$ cat config.mk
export PLATFORM = sky130hd
export DESIGN_NAME = fir_cmd_seq
export DESIGN_NICKNAME = d
export VERILOG_FILES = /design/src/rtl/fir_cmd_seq_pkg.sv /design/src/rtl/fir_hist_ram.sv /design/src/rtl/fir_cmd_seq.sv
export SDC_FILE = /design/constraint.sdc
export NUM_CORES = 1
export LEC_CHECK = 0
export BUFFER_PORTS_ARGS = -buffer_cell sky130_fd_sc_hd__buf_2
export CAP_MARGIN = 20
export CELL_PAD_IN_SITES_DETAIL_PLACEMENT = 1
export CELL_PAD_IN_SITES_GLOBAL_PLACEMENT = 1
export CORE_MARGIN = 3
export CORE_UTILIZATION = 36
export CTS_CLUSTER_SIZE = 10
export DETAILED_ROUTE_END_ITERATION = 6
export GPL_TIMING_DRIVEN = 0
export HOLD_SLACK_MARGIN = 0.1
export PLACE_DENSITY = 0.71
export SYNTH_ARGS = -nofsm -noshare
export SYNTH_HDL_FRONTEND = slang
export SYNTH_SLANG_ARGS = --single-unit
$ cat constraint.sdc
create_clock -name clk -period 3.38 [get_ports clk]
set_input_delay 0.845 -clock clk [delete_from_list [all_inputs] [get_ports clk]]
set_output_delay 0.845 -clock clk [all_outputs]
set_load 0.01 [all_outputs]
$ cat src/rtl/fir_cmd_seq_pkg.sv
// Shared encodings for the FIR command sequencer: serial-filter command codes
// and the sequencer state enumeration.
package fir_cmd_seq_pkg;

    typedef enum logic [1:0] {
        CMD_MULT0 = 2'd0,
        CMD_MAC   = 2'd1,
        CMD_SHIFT = 2'd2,
        CMD_SEND  = 2'd3
    } cmd_t;

    typedef enum logic [2:0] {
        IDLE,
        MULT0,
        MAC,
        SHIFT,
        SEND
    } state_t;

    localparam int DATA_W  = 32;
    localparam int SHIFT_W = 7;

    // Command issued while the sequencer sits in a given state; IDLE maps to 0
    // so the command bus rests at zero between bursts.
    function automatic cmd_t state_cmd(input state_t s);
        case (s)
            MAC:     return CMD_MAC;
            SHIFT:   return CMD_SHIFT;
            SEND:    return CMD_SEND;
            default: return CMD_MULT0;
        endcase
    endfunction

endpackage

$ cat src/rtl/fir_hist_ram.sv
// DEPTH x DW storage with one write port and one registered, write-first read
// port; contents and read register clear on rst.
module fir_hist_ram #(
    parameter int DEPTH = 8,
    parameter int AW    = 4,
    parameter int DW    = 32
) (
    input  logic          clk,
    input  logic          rst,
    input  logic          we,
    input  logic [AW-1:0] waddr,
    input  logic [DW-1:0] wdata,
    input  logic          re,
    input  logic [AW-1:0] raddr,
    output logic [DW-1:0] rd_data
);

    localparam int IW = (DEPTH > 1) ? $clog2(DEPTH) : 1;

    logic [DW-1:0] mem [DEPTH];

    // A disabled read returns zero so the read register doubles as a gated operand.
    always_ff @(posedge clk) begin
        if (rst) begin
            for (int i = 0; i < DEPTH; i++) begin
                mem[i] <= '0;
            end
            rd_data <= '0;
        end else begin
            if (we) begin
                mem[waddr[IW-1:0]] <= wdata;
            end
            if (!re) begin
                rd_data <= '0;
            end else if (we && (waddr == raddr)) begin
                rd_data <= wdata;
            end else begin
                rd_data <= mem[raddr[IW-1:0]];
            end
        end
    end

endmodule

$ cat src/rtl/fir_cmd_seq.sv
// Turns each accepted sample into an NTAPS+2 command burst (mult, MACs,
// shift, send) for a serial FIR datapath, from circular history and coefficient banks.
import fir_cmd_seq_pkg::*;

module fir_cmd_seq #(
    parameter int NTAPS = 8,
    parameter int AW    = 4
) (
    input  logic              clk,
    input  logic              rst,
    input  logic              coef_we,
    input  logic [AW-1:0]     coef_addr,
    input  logic [31:0]       coef_data,
    output logic              coef_ready,
    input  logic [6:0]        shift_amt,
    input  logic              in_valid,
    input  logic [31:0]       in_sample,
    output logic              in_ready,
    output logic              pushout,
    output logic [1:0]        cmd,
    output logic [31:0]       q,
    output logic [31:0]       h
);

    localparam logic [AW-1:0] LAST_TAP = AW'(NTAPS - 1);

    state_t              state_reg, state_next;
    logic [AW-1:0]       wptr_reg, newest_reg, tap_reg, tap_next, tap_inc;
    logic [SHIFT_W-1:0]  shift_reg;
    logic                pushout_reg;
    cmd_t                cmd_reg;
    logic [DATA_W-1:0]   h_aux_reg;
    logic                accept, coef_wr, rd_en;
    logic [AW-1:0]       hist_raddr, coef_raddr;
    logic [AW:0]         back_sum;
    logic [DATA_W-1:0]   hist_rd, coef_rd;

    assign in_ready   = (state_reg == IDLE);
    assign coef_ready = (state_reg == IDLE);
    assign accept     = in_valid && in_ready;
    assign coef_wr    = coef_we && coef_ready && ({1'b0, coef_addr} < (AW+1)'(NTAPS));
    assign tap_inc    = tap_reg + AW'(1);

    // (newest - k) mod NTAPS without a divider: add NTAPS back when k overtakes newest.
    assign back_sum = {1'b0, newest_reg}
                    + ((tap_inc <= newest_reg) ? (AW+1)'(0) : (AW+1)'(NTAPS))
                    - {1'b0, tap_inc};

    always_comb begin
        state_next = state_reg;
        tap_next   = tap_reg;
        rd_en      = 1'b0;
        hist_raddr = '0;
        coef_raddr = '0;
        case (state_reg)
            IDLE: begin
                if (accept) begin
                    state_next = MULT0;
                    tap_next   = '0;
                    rd_en      = 1'b1;
                    hist_raddr = wptr_reg;
                end
            end
            MULT0, MAC: begin
                if (tap_reg == LAST_TAP) begin
                    state_next = SHIFT;
                end else begin
                    state_next = MAC;
                    tap_next   = tap_inc;
                    rd_en      = 1'b1;
                    hist_raddr = back_sum[AW-1:0];
                    coef_raddr = tap_inc;
                end
            end
            SHIFT:   state_next = SEND;
            SEND:    state_next = IDLE;
            default: state_next = IDLE;
        endcase
    end

    always_ff @(posedge clk) begin
        if (rst) begin
            state_reg   <= IDLE;
            wptr_reg    <= '0;
            newest_reg  <= '0;
            tap_reg     <= '0;
            shift_reg   <= '0;
            pushout_reg <= 1'b0;
            cmd_reg     <= CMD_MULT0;
            h_aux_reg   <= '0;
        end else begin
            state_reg <= state_next;
            tap_reg   <= tap_next;
            if (accept) begin
                newest_reg <= wptr_reg;
                wptr_reg   <= (wptr_reg == LAST_TAP) ? '0 : wptr_reg + AW'(1);
                shift_reg  <= shift_amt;
            end
            pushout_reg <= (state_next != IDLE);
            cmd_reg     <= state_cmd(state_next);
            h_aux_reg   <= (state_next == SHIFT) ? {25'b0, shift_reg} : '0;
        end
    end

    fir_hist_ram #(.DEPTH(NTAPS), .AW(AW), .DW(DATA_W)) u_hist (
        .clk     (clk),
        .rst     (rst),
        .we      (accept),
        .waddr   (wptr_reg),
        .wdata   (in_sample),
        .re      (rd_en),
        .raddr   (hist_raddr),
        .rd_data (hist_rd)
    );

    fir_hist_ram #(.DEPTH(NTAPS), .AW(AW), .DW(DATA_W)) u_coef (
        .clk     (clk),
        .rst     (rst),
        .we      (coef_wr),
        .waddr   (coef_addr),
        .wdata   (coef_data),
        .re      (rd_en),
        .raddr   (coef_raddr),
        .rd_data (coef_rd)
    );

    // Both sources are registers and never non-zero together, so OR acts as the h mux.
    assign pushout = pushout_reg;
    assign cmd     = cmd_reg;
    assign q       = hist_rd;
    assign h       = coef_rd | h_aux_reg;

endmodule
==> metrics.txt <==
Period minus WS final=3.39 ns; drt total wl=84900 um; Worst Setup Path Type=in2reg; clock tree buffer depth=3; Tot Pwr=0.0189 W; Mapped Area=27200 um2; routed length per instance=24.5 um; remaining antenna violation count=0; Top delay family on crit path=buffers and inverters; Die Ht=281 um; syn_nets=2287; outcome=complete, but fails checks; clock skew=0.0220 ns; GPL Wtd Cong=0.848; # IOs=148; initial antenna violation count=8; CTS tree=built; H-Tree Depth=3; Post-synth EDFFs=512; Synth top area share=56.5%; vias in the first global route=20100; Achievable Freq=295 MHz; VDD IR max=0.000390 V; Max Cap Viol=0; largest net degree at the start of global routing=33; Die Wd=281 um; Max FO, Critical Path=32; fin crit share=100%; # DRC=0; Critical-path top delay cell=or2_2; Worst path max stage delay=0.95 ns; area delta synth->final=17.2%; Leak=12.0 nW; initial core utilization=36.4%; via-per-instance ratio=5.38; DRT Pass-1 Iters=5; clk slew on worst S/H paths=0.05 ns; DIE AREA=79000 um2; Slew Viols, Final=0; synthesized area per cell=12.4 um2; Top FF cell, synth=edfxtp_1; Placed Area=29200 um2; Core ar.=74700 um2; Final Hold Viols=0; cell area after layout=31900 um2; Syn. warnings=0; Buf/Inv on CP=3; PD cells=592 nW/um2; crit-path cells=clkbuf_1, clkbuf_1, clkbuf_1, or2_2; max_slew headroom=26.2%; fin nets=2516; Post-DP HPWL=56600 um; Top Registers=u_coef.mem (256), u_hist.mem (256); first-pass GRT wire length=125000 um; Req. time, crit path=3.61 ns; final setup fails=8; Netlist cell types=54; failing checks=negative setup slack; Vias=18700; ys async rst share=0%; Synth area leaders=edfxtp_1, and2_1, dfxtp_1; share of cells above drive strength 1=16.1%; GRT overflow=0; worst path arrival time=3.61 ns; leading area contributor after synthesis=edfxtp_1; RSZ-0062 raised after global routing=yes; Worst Slack Setup Final=-0.00708 ns; clk sinks=607; sequential area share after synthesis=63.5%; clk_lat worst skew=0.62 ns; cell row count=100; #FFs+latches synth=607; Crit. End Element=flop; most frequent CP cell=clkbuf_1; Post-CTS Hold Fix Bufs=0; GRT Total Usage=21.3%; IO buf count=146; number of CTS-inserted buffers=74; Slew @ Worst Pin=1.11 ns; DR iter-0 viols=1391; cell count after synthesis=2204; root buffer cell=clkbuf_16; Worst Hold Class=reg2reg; critical path startpoint category=primary input
==> worst reg2reg max path, delay by kind of cell (launching register included) <==
family / cells / cell delay, ns
compound gates: 4 / 1.00
buf+inv: 3 / 0.67
xor+xnor: 3 / 0.67
fa+ha+maj: 2 / 0.52
flops: 1 / 0.33
==> area by class of cell <==
type / count / area (um2)
fillers: 7875 / 42800
flip-flops and latches: 607 / 17300
multi-input cells: 1409 / 9300
clock buffers: 124 / 2130
well taps: 969 / 1210
plain buffers: 185 / 948
repair buffers: 152 / 796
clock inverters: 11 / 195
inverters: 4 / 17.5
diodes: 6 / 15.0
==> cell families (layout without fill, tap and decap cells) <==
| logic type | after synthesis | in the layout | synth area share (%) |
|---|---|---|---|
| compound gates | 310 | 310 | 7.91 |
| flops | 607 | 607 | 63.5 |
| mux | 160 | 160 | 6.06 |
| buf+inv | 190 | 476 | 3.20 |
| fa+ha+maj | 4 | 4 | 0.184 |
| other cells | 0 | 6 | 0 |
| xor+xnor | 8 | 8 | 0.363 |
| simple gates | 925 | 927 | 18.8 |
==> timing repair <==
action / CTS / global route
pin swaps: 1 / 5
setup endpoints to repair: 356 / 239
gates cloned: 1 / 1
resized for setup: 44 / 58
buffers inserted: 0 / 2
==> final timing paths <==
path / from / end / slack (ns) / depth (start not counted)
min: shift_reg[5] / h_aux_reg[5] / 0.44 / 1
max reg2reg: tap_reg[0] / u_hist.rd_data[20] / 0.10 / 12
max: rst / u_coef.mem[4][12] / -0.007 / 4
min reg2reg: shift_reg[5] / h_aux_reg[5] / 0.44 / 1
==> placed cells by master, fill, tap and decap left out, types with 4 or more instances in the layout <==
cell type | synthesis | routed
a2111oi_0 | 34 | 34
a21o_1 | 29 | 29
a21oi_1 | 68 | 67
a22oi_1 | 14 | 14
a31oi_1 | 14 | 14
and2_1 | 536 | 536
buf_1 | 17 | 15
buf_2 | 22 | 170
buf_4 | 35 | 38
buf_6 | 0 | 6
bufinv_16 | 0 | 4
clkbuf_1 | 112 | 137
clkbuf_16 | 0 | 76
clkbuf_2 | 0 | 8
clkbuf_8 | 0 | 6
dfxtp_1 | 95 | 95
diode_2 | 0 | 6
edfxtp_1 | 512 | 512
ha_1 | 4 | 4
mux2_2 | 14 | 14
mux2i_1 | 143 | 141
nand2_1 | 153 | 153
nand2b_1 | 7 | 6
nand3_1 | 51 | 51
nor2_1 | 59 | 57
nor3_1 | 77 | 70
nor3_2 | 2 | 7
o211ai_1 | 15 | 15
o21ai_0 | 28 | 28
o21ai_1 | 6 | 5
o221ai_1 | 32 | 26
o221ai_2 | 0 | 5
o31ai_1 | 60 | 52
o31ai_2 | 0 | 8
or2_2 | 23 | 14
or2_4 | 0 | 11
==> routing by layer <==
layer / vias up / part of all wire, % / global-route usage, %
li1: 8416 / - / -
met1: 9424 / 39 / 25.6
met2: 643 / 52 / 38.6
met3: 172 / 5.7 / 3.50
met4: 4 / 3.3 / 7.70
met5: - / 0.032 / 0
==> power by group <==
part,switching (W),internal [W]
clock network,0.00312,0.00461
logic,0.00173,0.000839
registers,0.000123,0.00847
total,0.00497,0.0139
==> per-stage QoR <==
stage          hold WS (ns)  setup TNS (ns)  util [%]  setup slack (ns)  std cells
4_1_cts               0.446         -0.0341      42.4          -0.00453       3458
3_5_place_dp          0.450         -194.75      39.1            -0.910       3323
3_3_place_gp          0.441         -281.60      39.0             -1.26       3319
5_1_grt               0.469           -1.96      42.7           -0.0376       3463
2_1_floorplan         0.430               0         -             0.307       2204
6_report              0.444         -0.0351      42.7          -0.00708       3467
==> synthesized netlist by cell type (29+ instances only) <==
cell,count
and2_1,536
edfxtp_1,512
nand2_1,153
mux2i_1,143
clkbuf_1,112
dfxtp_1,95
nor3_1,77
a21oi_1,68
o31ai_1,60
nor2_1,59
nand3_1,51
buf_4,35
a2111oi_0,34
o221ai_1,32
a21o_1,29
(Power assumes the default switching activity.)
